--- src/rtl/huffman_param.sv ---
// huffman_param: per-frame symbol histogram followed by an iterative Huffman code build.
// Each merge pass scans the node table for the two lowest-ranked active nodes, then merges them.
module huffman_param #(
    parameter int NSYM  = 6,
    parameter int NSAMP = 100,
    parameter int CW    = 8,
    parameter int CODEW = 8
) (
    input  logic                  clk,
    input  logic                  reset,
    input  logic                  in_valid,
    input  logic [7:0]            in_data,
    output logic                  in_ready,
    output logic                  cnt_valid,
    output logic [NSYM*CW-1:0]    cnt_flat,
    output logic                  code_valid,
    output logic [NSYM*CODEW-1:0] hc_flat,
    output logic [NSYM*CODEW-1:0] m_flat,
    output logic                  sym_err
);
    localparam int IW = $clog2(NSYM);
    typedef enum logic [1:0] {COUNT = 2'd0, SCAN = 2'd1, MERGE = 2'd2, DONE = 2'd3} state_t;
    state_t state, state_nx;
    logic [CW-1:0] cnt [NSYM];
    logic [CW-1:0] cnt_nx [NSYM];
    logic [CW-1:0] weight [NSYM];
    logic [IW-1:0] key [NSYM];
    logic [NSYM-1:0] mem [NSYM];
    logic [CODEW-1:0] hc [NSYM];
    logic [CODEW-1:0] m [NSYM];
    logic [NSYM-1:0] act;
    logic [CW-1:0] n, n_nx;
    logic [IW-1:0] idx, pass, lo, hi;
    logic lo_ok, hi_ok, acc, fresh, legal, last;

    // rank order: lighter first, equal weights broken by larger key first
    function automatic logic ahead(input logic [CW-1:0] wa, input logic [IW-1:0] ka,
                                   input logic [CW-1:0] wb, input logic [IW-1:0] kb);
        return wa < wb || (wa == wb && ka > kb);
    endfunction

    always_comb begin
        acc   = in_valid && in_ready;
        fresh = state == DONE;
        legal = in_data != '0 && in_data <= 8'(NSYM);
        n_nx  = (fresh ? '0 : n) + CW'(1);
        last  = acc && n_nx == CW'(NSAMP);
        for (int k = 0; k < NSYM; k++)
            cnt_nx[k] = (fresh ? '0 : cnt[k]) + CW'(in_data == 8'(k + 1));
    end

    always_ff @(posedge clk or posedge reset)
        if (reset) state <= COUNT;
        else state <= state_nx;

    always_comb begin
        state_nx = state;
        unique case (state)
            COUNT, DONE: if (acc) state_nx = last ? SCAN : COUNT;
            SCAN:        if (idx == IW'(NSYM - 1)) state_nx = MERGE;
            MERGE:       state_nx = pass == IW'(NSYM - 2) ? DONE : SCAN;
        endcase
    end

    always_comb begin
        in_ready   = state == COUNT || state == DONE;
        code_valid = state == DONE;
        cnt_valid  = state == SCAN && pass == '0 && idx == '0;
        for (int k = 0; k < NSYM; k++) begin
            cnt_flat[k*CW +: CW]      = cnt[k];
            hc_flat[k*CODEW +: CODEW] = hc[k];
            m_flat[k*CODEW +: CODEW]  = m[k];
        end
    end

    always_ff @(posedge clk or posedge reset) begin
        if (reset) begin
            n       <= '0;
            sym_err <= 1'b0;
            idx     <= '0;
            pass    <= '0;
            lo      <= '0;
            hi      <= '0;
            lo_ok   <= 1'b0;
            hi_ok   <= 1'b0;
            act     <= '0;
            for (int k = 0; k < NSYM; k++) begin
                cnt[k]    <= '0;
                weight[k] <= '0;
                key[k]    <= '0;
                mem[k]    <= '0;
                hc[k]     <= '0;
                m[k]      <= '0;
            end
        end else begin
            unique case (state)
                COUNT, DONE: if (acc) begin
                    n       <= n_nx;
                    sym_err <= (sym_err && !fresh) || !legal;
                    idx     <= '0;
                    pass    <= '0;
                    lo_ok   <= 1'b0;
                    hi_ok   <= 1'b0;
                    act     <= '1;
                    // node table tracks the running counts so it is ready when the frame closes
                    for (int k = 0; k < NSYM; k++) begin
                        cnt[k]    <= cnt_nx[k];
                        weight[k] <= cnt_nx[k];
                        key[k]    <= IW'(k);
                        mem[k]    <= NSYM'(1) << k;
                        if (fresh) begin
                            hc[k] <= '0;
                            m[k]  <= '0;
                        end
                    end
                end
                SCAN: begin
                    idx <= idx + IW'(1);
                    if (act[idx]) begin
                        if (!lo_ok || ahead(weight[idx], key[idx], weight[lo], key[lo])) begin
                            hi    <= lo;
                            hi_ok <= lo_ok;
                            lo    <= idx;
                            lo_ok <= 1'b1;
                        end else if (!hi_ok || ahead(weight[idx], key[idx], weight[hi], key[hi])) begin
                            hi    <= idx;
                            hi_ok <= 1'b1;
                        end
                    end
                end
                MERGE: begin
                    for (int k = 0; k < NSYM; k++) begin
                        if (mem[lo][k] || mem[hi][k]) m[k] <= (m[k] << 1) | CODEW'(1);
                        if (mem[lo][k]) hc[k] <= hc[k] | (m[k] + CODEW'(1));
                    end
                    weight[hi] <= weight[lo] + weight[hi];
                    key[hi]    <= key[lo] < key[hi] ? key[lo] : key[hi];
                    mem[hi]    <= mem[hi] | mem[lo];
                    act[lo]    <= 1'b0;
                    pass       <= pass + IW'(1);
                    idx        <= '0;
                    lo_ok      <= 1'b0;
                    hi_ok      <= 1'b0;
                end
            endcase
        end
    end
endmodule

--- config.mk ---
export PLATFORM = sky130hd
export DESIGN_NAME = huffman_param
export DESIGN_NICKNAME = d
export VERILOG_FILES = /design/src/rtl/huffman_param.sv
export SDC_FILE = /design/constraint.sdc
export NUM_CORES = 1
export LEC_CHECK = 0
export BUFFER_PORTS_ARGS = -buffer_cell sky130_fd_sc_hd__clkbuf_2
export CAP_MARGIN = 20
export CORE_ASPECT_RATIO = 1.1
export CORE_MARGIN = 10
export CORE_UTILIZATION = 60
export DETAILED_ROUTE_END_ITERATION = 12
export PLACE_DENSITY_LB_ADDON = 0.25
export SLEW_MARGIN = 40
export SYNTH_ARGS = -nofsm -noshare
export SYNTH_HDL_FRONTEND = slang
export SYNTH_SLANG_ARGS = --single-unit
export TNS_END_PERCENT = 10
--- constraint.sdc ---
create_clock -name clk -period 10.7 [get_ports clk]
set_clock_uncertainty 0.2 [all_clocks]
set_input_delay 1.605 -clock clk [delete_from_list [all_inputs] [get_ports clk]]
set_output_delay 1.605 -clock clk [all_outputs]
set_load 0.05 [all_outputs]
==> summary.md, run 1 <==
| Metric | Value |
|---|---|
| Startpoint types | `flop` |
| Slowest CP cell | `dfrtp_1` |
| Max VDD drop | `180.5 µV` |
| PortBufs | `158` |
| Slew margin rel. | `0.3865` |
| CTS H-tree depth | `1` |
| CP Class | `reg2reg` |
| Peak fanout along the critical path | `18` |
| Die height | `roughly 190 µm` |
| Commonest non-fill, non-tap cells in the layout | `275 x dfrtp_1, 257 x nand2_1, 161 x o21ai_0` |
| Post-CTS Setup Bufs | `0` |
| Post-DR vias/cell | `~6.5` |
| Post-route antenna net violation count | `0` |
| WL final | `53130 µm` |
| Seq pwr share | `0.297` |
| Post-synth EDFFs | `0` |
| Post-synth ARST share | `1.000` |
| Die Wd | `178.3 µm` |
| Die Footprint | `34620 µm²` |
| Critical path data required time | `10.90 ns` |
| Clk sinks | `277` |
| Status | `complete, no violations` |
| Post-synthesis cell count | `1853` |
| Area share of the largest cell type after synthesis | `0.4191` |
| Actual slew at the worst max-slew pin | `0.9141 ns` |
| Initial Util | `0.6118` |
| Slew Limit Fails | `0` |
| Mapped cell area | `about 17000 µm²` |
| GRT Residual Overflow | `0` |
| Area contributors post-synth | `dfrtp_1 42%, nand2_1 5.8%, o21ai_0 5.0%, ha_1 4.6%, a21oi_1 3.5%` |
| Slowest stage delay, CP | `0.80 ns` |
| CTS Buf Count | `30` |
| Initial DRT Pass Iterations | `6` |
| CTS tree | `done` |
| Main synth FF type | `dfrtp_1` |
| Fin. Hold Viols | `0` |
| Nets | `around 2.0k` |
| Unrepaired setup endpoints after global routing | `false` |
| Worst setup EP type | `flop` |
| Initial DRC count | `roughly 1.8k` |
| Drt wl/cell | `22.75 µm` |
| Power Density | `248.1 nW/µm²` |
| Largest net degree at the start of global routing | `153` |
| Synth Net Count | `1926` |
| Hold crit path type | `reg2reg` |
| Most common cell after layout, fill and taps aside | `dfrtp_1` |
| Fillers | `2078` |
| Leading area contributor after synthesis | `dfrtp_1` |
| Count of different cell masters after synthesis | `76` |
| Achievable Freq | `213.3 MHz` |
| Max-cap viol count | `0` |
| Drt drc | `0` |
| Global-route wire length before repair | `85080 µm` |
| Vias post-DR | `15.21k` |
| Sw frac | `0.4597` |
| Sw Pwr | `2.136 mW` |
| LEAKAGE | `8.274 nW` |
| HPWL after DPL | `36620 µm` |
| Vias in the first global route | `~15k` |
| Synthesized area per cell | `8.927 µm²` |
| Period utilisation layout | `0.4382` |
| # setup viols final | `0` |
| CTS-repair resized insts | `0` |
| Clock power frac | `0.246` |
| Ys Warns | `0` |
| Tot GR Track Use | `0.3032` |
| CTS max path bufs | `3` |
| Share of the yosys chip area belonging to registers | `0.4191` |
| CP cell instances | `clkinv_1 -> nand2_1 -> nor2_1 -> buf_4 -> a22oi_1 -> nand3_1 -> ha_1 -> fa_1 -> a21o_1 -> a21oi_1 -> o21bai_1 -> a21oi_1 -> xor2_1 -> o221ai_1` |
| Combinational Power Share | `0.458` |
| TNS Setup | `0 ns` |
| Worst Path Arrival | `4.89 ns` |
| Period minus WS final | `around 4.7 ns` |
| Hold Buf Count CTS | `0` |
| Skew-Pair Late Insertion Delay | `0.56 ns` |
| Final core utilization | `0.6929` |
| Critical Path Most Common Cell | `a21oi_1` |
| IO Count | `159` |
| Area grow syn2layout | `13.25%` |
| CTS root buf | `clkbuf_16` |
| Internal Power | `2.511 mW` |
| # rows | `63` |
| Core outline area | `27040 µm²` |
| Share of cells above drive strength 1 | `0.1537` |
| Clock-pin slew on the worst setup and hold paths | `0.06 ns` |
| Placer Congestion | `~1.0` |
| Seq cells post-synth | `277` |
| Initial antenna violation count | `0` |
==> state kept, by name, indices dropped and copies added (netlist names), 6 cells and up <==
signal	count
act	6
hc_flat	48
key	18
n	8
weight	48
m_flat	48
mem	36
cnt_flat	48
==> metal layers <==
layer  track usage  share of wire
met1        0.4134           0.40
met2        0.4564           0.45
met3       0.08609           0.11
met4       0.09799          0.034
met5             0              0
==> cell type report <==
cell class	count	area (µm²)	area share
Antenna cell	1	2.502	0.0001336
Clock buffer	48	949.7	0.05069
Clock inverter	8	146.4	0.007815
Inverter	67	264.0	0.01409
Multi-Input combinational cell	1392	8931	0.4768
Sequential cell	277	6934	0.3702
Tap cell	357	446.7	0.02384
Timing Repair Buffer	186	1059	0.05651
==> critical path, delay by kind of cell (launching register included) <==
kind            cells  cell delay [ns]
buf+inv             2             0.76
compound gates      6             1.05
xor+xnor            1             0.46
simple gates        3             0.55
fa+ha+maj           2             0.71
flops               1             0.80
==> cells by family (layout without fill, tap and decap cells) <==
kind of cell / after synthesis / after routing / synth area share
AO/OA/AOI/OAI: 542 / 542 / 0.2079
AND/OR/NAND/NOR: 629 / 629 / 0.1707
other: 0 / 1 / 0
flip-flops: 277 / 277 / 0.4191
adder cells (fa/ha/maj): 62 / 62 / 0.04735
multiplexers: 85 / 85 / 0.07065
buffers and inverters: 184 / 309 / 0.04516
XOR/XNOR: 74 / 74 / 0.03918
==> synth_stat cells, drive strengths merged, types with 3 or more instances <==
| cell type | n |
|---|---|
| buf | 39 |
| o22ai | 24 |
| nor2 | 151 |
| or3 | 3 |
| o2bb2ai | 5 |
| a211oi | 8 |
| nor3 | 31 |
| o41ai | 3 |
| xor2 | 28 |
| nand4 | 14 |
| a22o | 27 |
| clkbuf | 78 |
| o221ai | 8 |
| inv | 65 |
| xnor2 | 46 |
| mux2 | 18 |
| nor3b | 4 |
| o21a | 6 |
| a31o | 7 |
| and3b | 4 |
| a311oi | 3 |
| mux2i | 44 |
| a21o | 9 |
| nor2b | 33 |
| a22oi | 70 |
| a221oi | 4 |
| a31oi | 14 |
| and3 | 21 |
| and2 | 7 |
| nand2b | 18 |
| o21ai | 189 |
| nand2 | 257 |
| ha | 61 |
| o211ai | 10 |
| dfrtp | 277 |
| o21bai | 3 |
| nand3 | 77 |
| a221o | 5 |
| mux4 | 23 |
| o31ai | 17 |
| a21oi | 115 |
| nand3b | 5 |
==> power by group through the flow <==
stage	combinational (mW)	sequential [mW]	clock, mW
3_3_place_gp	2.00	1.38	0
2_1_floorplan	1.31	1.49	0
3_5_place_dp	2.05	1.39	0
5_1_grt	2.27	1.40	1.19
6_report	2.13	1.38	1.14
4_1_cts	2.06	1.37	1.14
==> through the flow <==
| stage | cells | hold slack, ns | total power [mW] | cell area, µm² | setup WS, ns |
|---|---|---|---|---|---|
| after detailed placement | 2277 | 0.2754 | 3.435 | 17570 | 5.984 |
| final | 2336 | 0.2871 | 4.647 | 18730 | 6.011 |
| after CTS | 2333 | 0.2897 | 4.576 | 18670 | 6.157 |
| after global routing | 2335 | 0.3172 | 4.856 | 18730 | 5.759 |
| after floorplan | 1853 | 0.2450 | 2.803 | 16540 | 1.258 |
| after global placement | 2274 | 0.2649 | 3.378 | 17520 | 5.934 |
==> final timing paths <==
check / startpoint / endpoint / slack [ns] / cells after the start
min reg2reg: cnt_flat[40] / cnt_flat[40] / 0.29 / 2
max: hi[1] / weight[38] / 6.01 / 14
min: cnt_flat[40] / cnt_flat[40] / 0.29 / 2
max reg2reg: hi[1] / weight[38] / 6.01 / 14
min in group asynchronous: reset / n[1] / 0.93 / 2
max in group asynchronous: reset / hi[0] / 8.12 / 4
Power figures use the tool's default switching activity.
==> run 2: changes to the inputs <==
CORE_UTILIZATION = 55   (was 60)
clock period = 4.3 ns   (was 10.7 ns; I/O delays follow)
==> summary.md, run 2 (synthesis gave the netlist of run 1 again) <==
| Metric | Value |
|---|---|
| CP Class | `reg2reg (unchanged)` |
| DP Area | `17800 µm² (was 17570 µm²)` |
| Period utilisation layout | `0.9239 (was 0.4382)` |
| CTS tree | `done (unchanged)` |
| CTS-repair resized insts | `0 (unchanged)` |
| RR Endpoint | `weight[22] (was weight[38])` |
| Commonest non-fill, non-tap cells in the layout | `277 x dfrtp_1, 257 x nand2_1, 161 x o21ai_0 (was 275 x dfrtp_1, 257 x nand2_1, 161 x o21ai_0)` |
| TNS Setup | `0 ns (unchanged)` |
| Clk sinks | `277 (unchanged)` |
| Die height | `201.9 µm (was 194.1 µm)` |
| Actual slew at the worst max-slew pin | `0.8817 ns (was 0.9141 ns)` |
| Slowest stage delay, CP | `0.58 ns (was 0.80 ns)` |
| Post-route antenna net violation count | `0 (unchanged)` |
| Design area | `18820 µm² (was 18730 µm²)` |
| LEAKAGE | `8.352 nW (was 8.274 nW)` |
| Fin. Hold Viols | `0 (unchanged)` |
| Hold EP | `sym_err (was cnt_flat[40])` |
| Drt wl/cell | `22.47 µm (was 22.75 µm)` |
| Depth of the most critical reg-to-reg path | `13 (was 14)` |
| Share of cells above drive strength 1 | `0.1623 (was 0.1537)` |
| CP cell instances | `buf_4 -> nor3_1 -> buf_4 -> a22oi_1 -> nand3_1 -> ha_1 -> fa_1 -> a21o_1 -> a21oi_1 -> o21bai_1 -> a21oi_1 -> xor2_1 -> o221ai_1 (was clkinv_1 -> nand2_1 -> nor2_1 -> buf_4 -> a22oi_1 -> nand3_1 -> ha_1 -> fa_1 -> a21o_1 -> a21oi_1 -> o21bai_1 -> a21oi_1 -> xor2_1 -> o221ai_1)` |
| Tot GR Track Use | `0.2826 (was 0.3032)` |
| Hold crit path type | `reg2reg (unchanged)` |
| Initial Util | `0.5579 (was 0.6118)` |
| Initial antenna violation count | `1 (was 0)` |
| HPWL after DPL | `38730 µm (was 36620 µm)` |
| Max VDD drop | `387.8 µV (was 180.5 µV)` |
| Global-route wire length before repair | `85330 µm (was 85080 µm)` |
| Vias post-DR | `15.24k (was 15.21k)` |
| Status | `complete, no violations (unchanged)` |
| Worst r2r src | `hi[0] (was hi[1])` |
| Worst Path Arrival | `4.16 ns (was 4.89 ns)` |
| WHS Path Cells | `2 (unchanged)` |
| Clock-pin slew on the worst setup and hold paths | `0.06 ns (about the same)` |
| Slowest CP cell | `xor2_1 (was dfrtp_1)` |
| Vias in the first global route | `15.10k (was 14.96k)` |
| Area grow syn2layout | `13.79% (was 13.25%)` |
| Max-cap viol count | `0 (unchanged)` |
| Hold_sp | `sym_err (was cnt_flat[40])` |
| # rows | `66 (was 63)` |
| Drt drc | `0 (unchanged)` |
| Post-DR vias/cell | `6.413 (was 6.509)` |
| Worst setup EP type | `flop (unchanged)` |
| Most common cell after layout, fill and taps aside | `dfrtp_1 (unchanged)` |
| Slew Limit Fails | `0 (unchanged)` |
| Period minus WS final | `3.973 ns (was 4.689 ns)` |
| Skew-Pair Late Insertion Delay | `0.56 ns (about the same)` |
| Core outline area | `29650 µm² (was 27040 µm²)` |
| Die Footprint | `37420 µm² (was 34620 µm²)` |
| Peak fanout along the critical path | `26 (was 18)` |
| Slew margin rel. | `0.4100 (was 0.3865)` |
| GRT Residual Overflow | `0 (unchanged)` |
| Achievable Freq | `251.7 MHz (was 213.3 MHz)` |
| Initial DRT Pass Iterations | `7 (was 6)` |
| Largest net degree at the start of global routing | `116 (was 153)` |
| Startpoint types | `flop (unchanged)` |
| # setup viols final | `0 (unchanged)` |
| R2R Setup Slk | `0.33 ns (was 6.01 ns)` |
| CTS Buf Count | `30 (unchanged)` |
| WL final | `53410 µm (was 53130 µm)` |
| Unrepaired setup endpoints after global routing | `false (unchanged)` |
| Post-CTS Setup Bufs | `0 (unchanged)` |
| Critical path data required time | `4.49 ns (was 10.90 ns)` |
| CTS root buf | `clkbuf_16 (unchanged)` |
| Nets | `2053 (was 2027)` |
| PortBufs | `158 (unchanged)` |
| Die Wd | `185.4 µm (was 178.3 µm)` |
| Power Density | `606.3 nW/µm² (was 248.1 nW/µm²)` |
| IO Count | `159 (unchanged)` |
| Antenna Cells | `0 (was 1)` |
| CTS H-tree depth | `1 (unchanged)` |
| CTS max path bufs | `3 (unchanged)` |
| Placer Congestion | `1.006 (was 0.9986)` |
| Initial DRC count | `1679 (was 1845)` |
-- run 2: timing repair --
action	4_1_cts	5_1_grt
setup endpoints to repair	0	0
hold buffers	1	0
endpoints found under the hold margin	3	0
-- run 2: worst max-delay path by stage --
stage	from	endpoint	slack, ns
6_report	hi[0]	weight[22]	0.33
5_1_grt	hi[0]	weight[22]	0.03
4_1_cts	hi[2]	weight[22]	0.28
3_5_place_dp	hi[2]	weight[22]	0.32
3_3_place_gp	hi[2]	weight[22]	0.50
2_1_floorplan	reset	act[0]	-0.21
-- run 2: critical path, delay by kind of cell (launching register included) --
kind            cells  cell delay (ns)
compound gates      6             1.10
fa+ha+maj           2             0.68
xor+xnor            1             0.58
buf+inv             2             0.54
flops               1             0.39
simple gates        2             0.29
-- run 2: layout make-up --
cell class,instances,area [µm²]
tap,374,467.9
sequential,277,6932
multi-input combinational,1392,8909
timing repair buffer,212,1249
clock buffer,40,869.6
fill,2425,10820
inverter,67,255.2
clock inverter,15,140.1
-- run 2: through the flow --
stage                 util  worst slack [ns]  power, mW  hold slack [ns]  instances
floorplan                -           -0.2104      6.976           0.2450       1853
detailed placement  0.6003            0.3188      8.710           0.2814       2321
CTS                 0.6347            0.2757      11.34           0.2950       2377
finish              0.6349            0.3271      11.41           0.2902       2377
global placement    0.5991            0.5029      8.589           0.2686       2318
global route        0.6349           0.03358      11.98           0.3084       2377
-- run 2: power by group --
part / total, mW / leakage (nW) / switching, mW / internal (mW)
combinational: 5.36 / 4.14 / 3.68 / 1.69
clock: 2.62 / 0.497 / 1.08 / 1.54
sequential: 3.43 / 3.72 / 0.498 / 2.93
total: 11.4 / 8.35 / 5.26 / 6.15
-- run 2: layer usage --
metal / GRT usage / up-vias / share of wire
met5: 0 / - / 0
met4: 0.1002 / 0 / 0.036
met3: 0.06889 / 127 / 0.097
met2: 0.4317 / 764 / 0.46
met1: 0.3818 / 7475 / 0.41
li1: - / 6878 / -
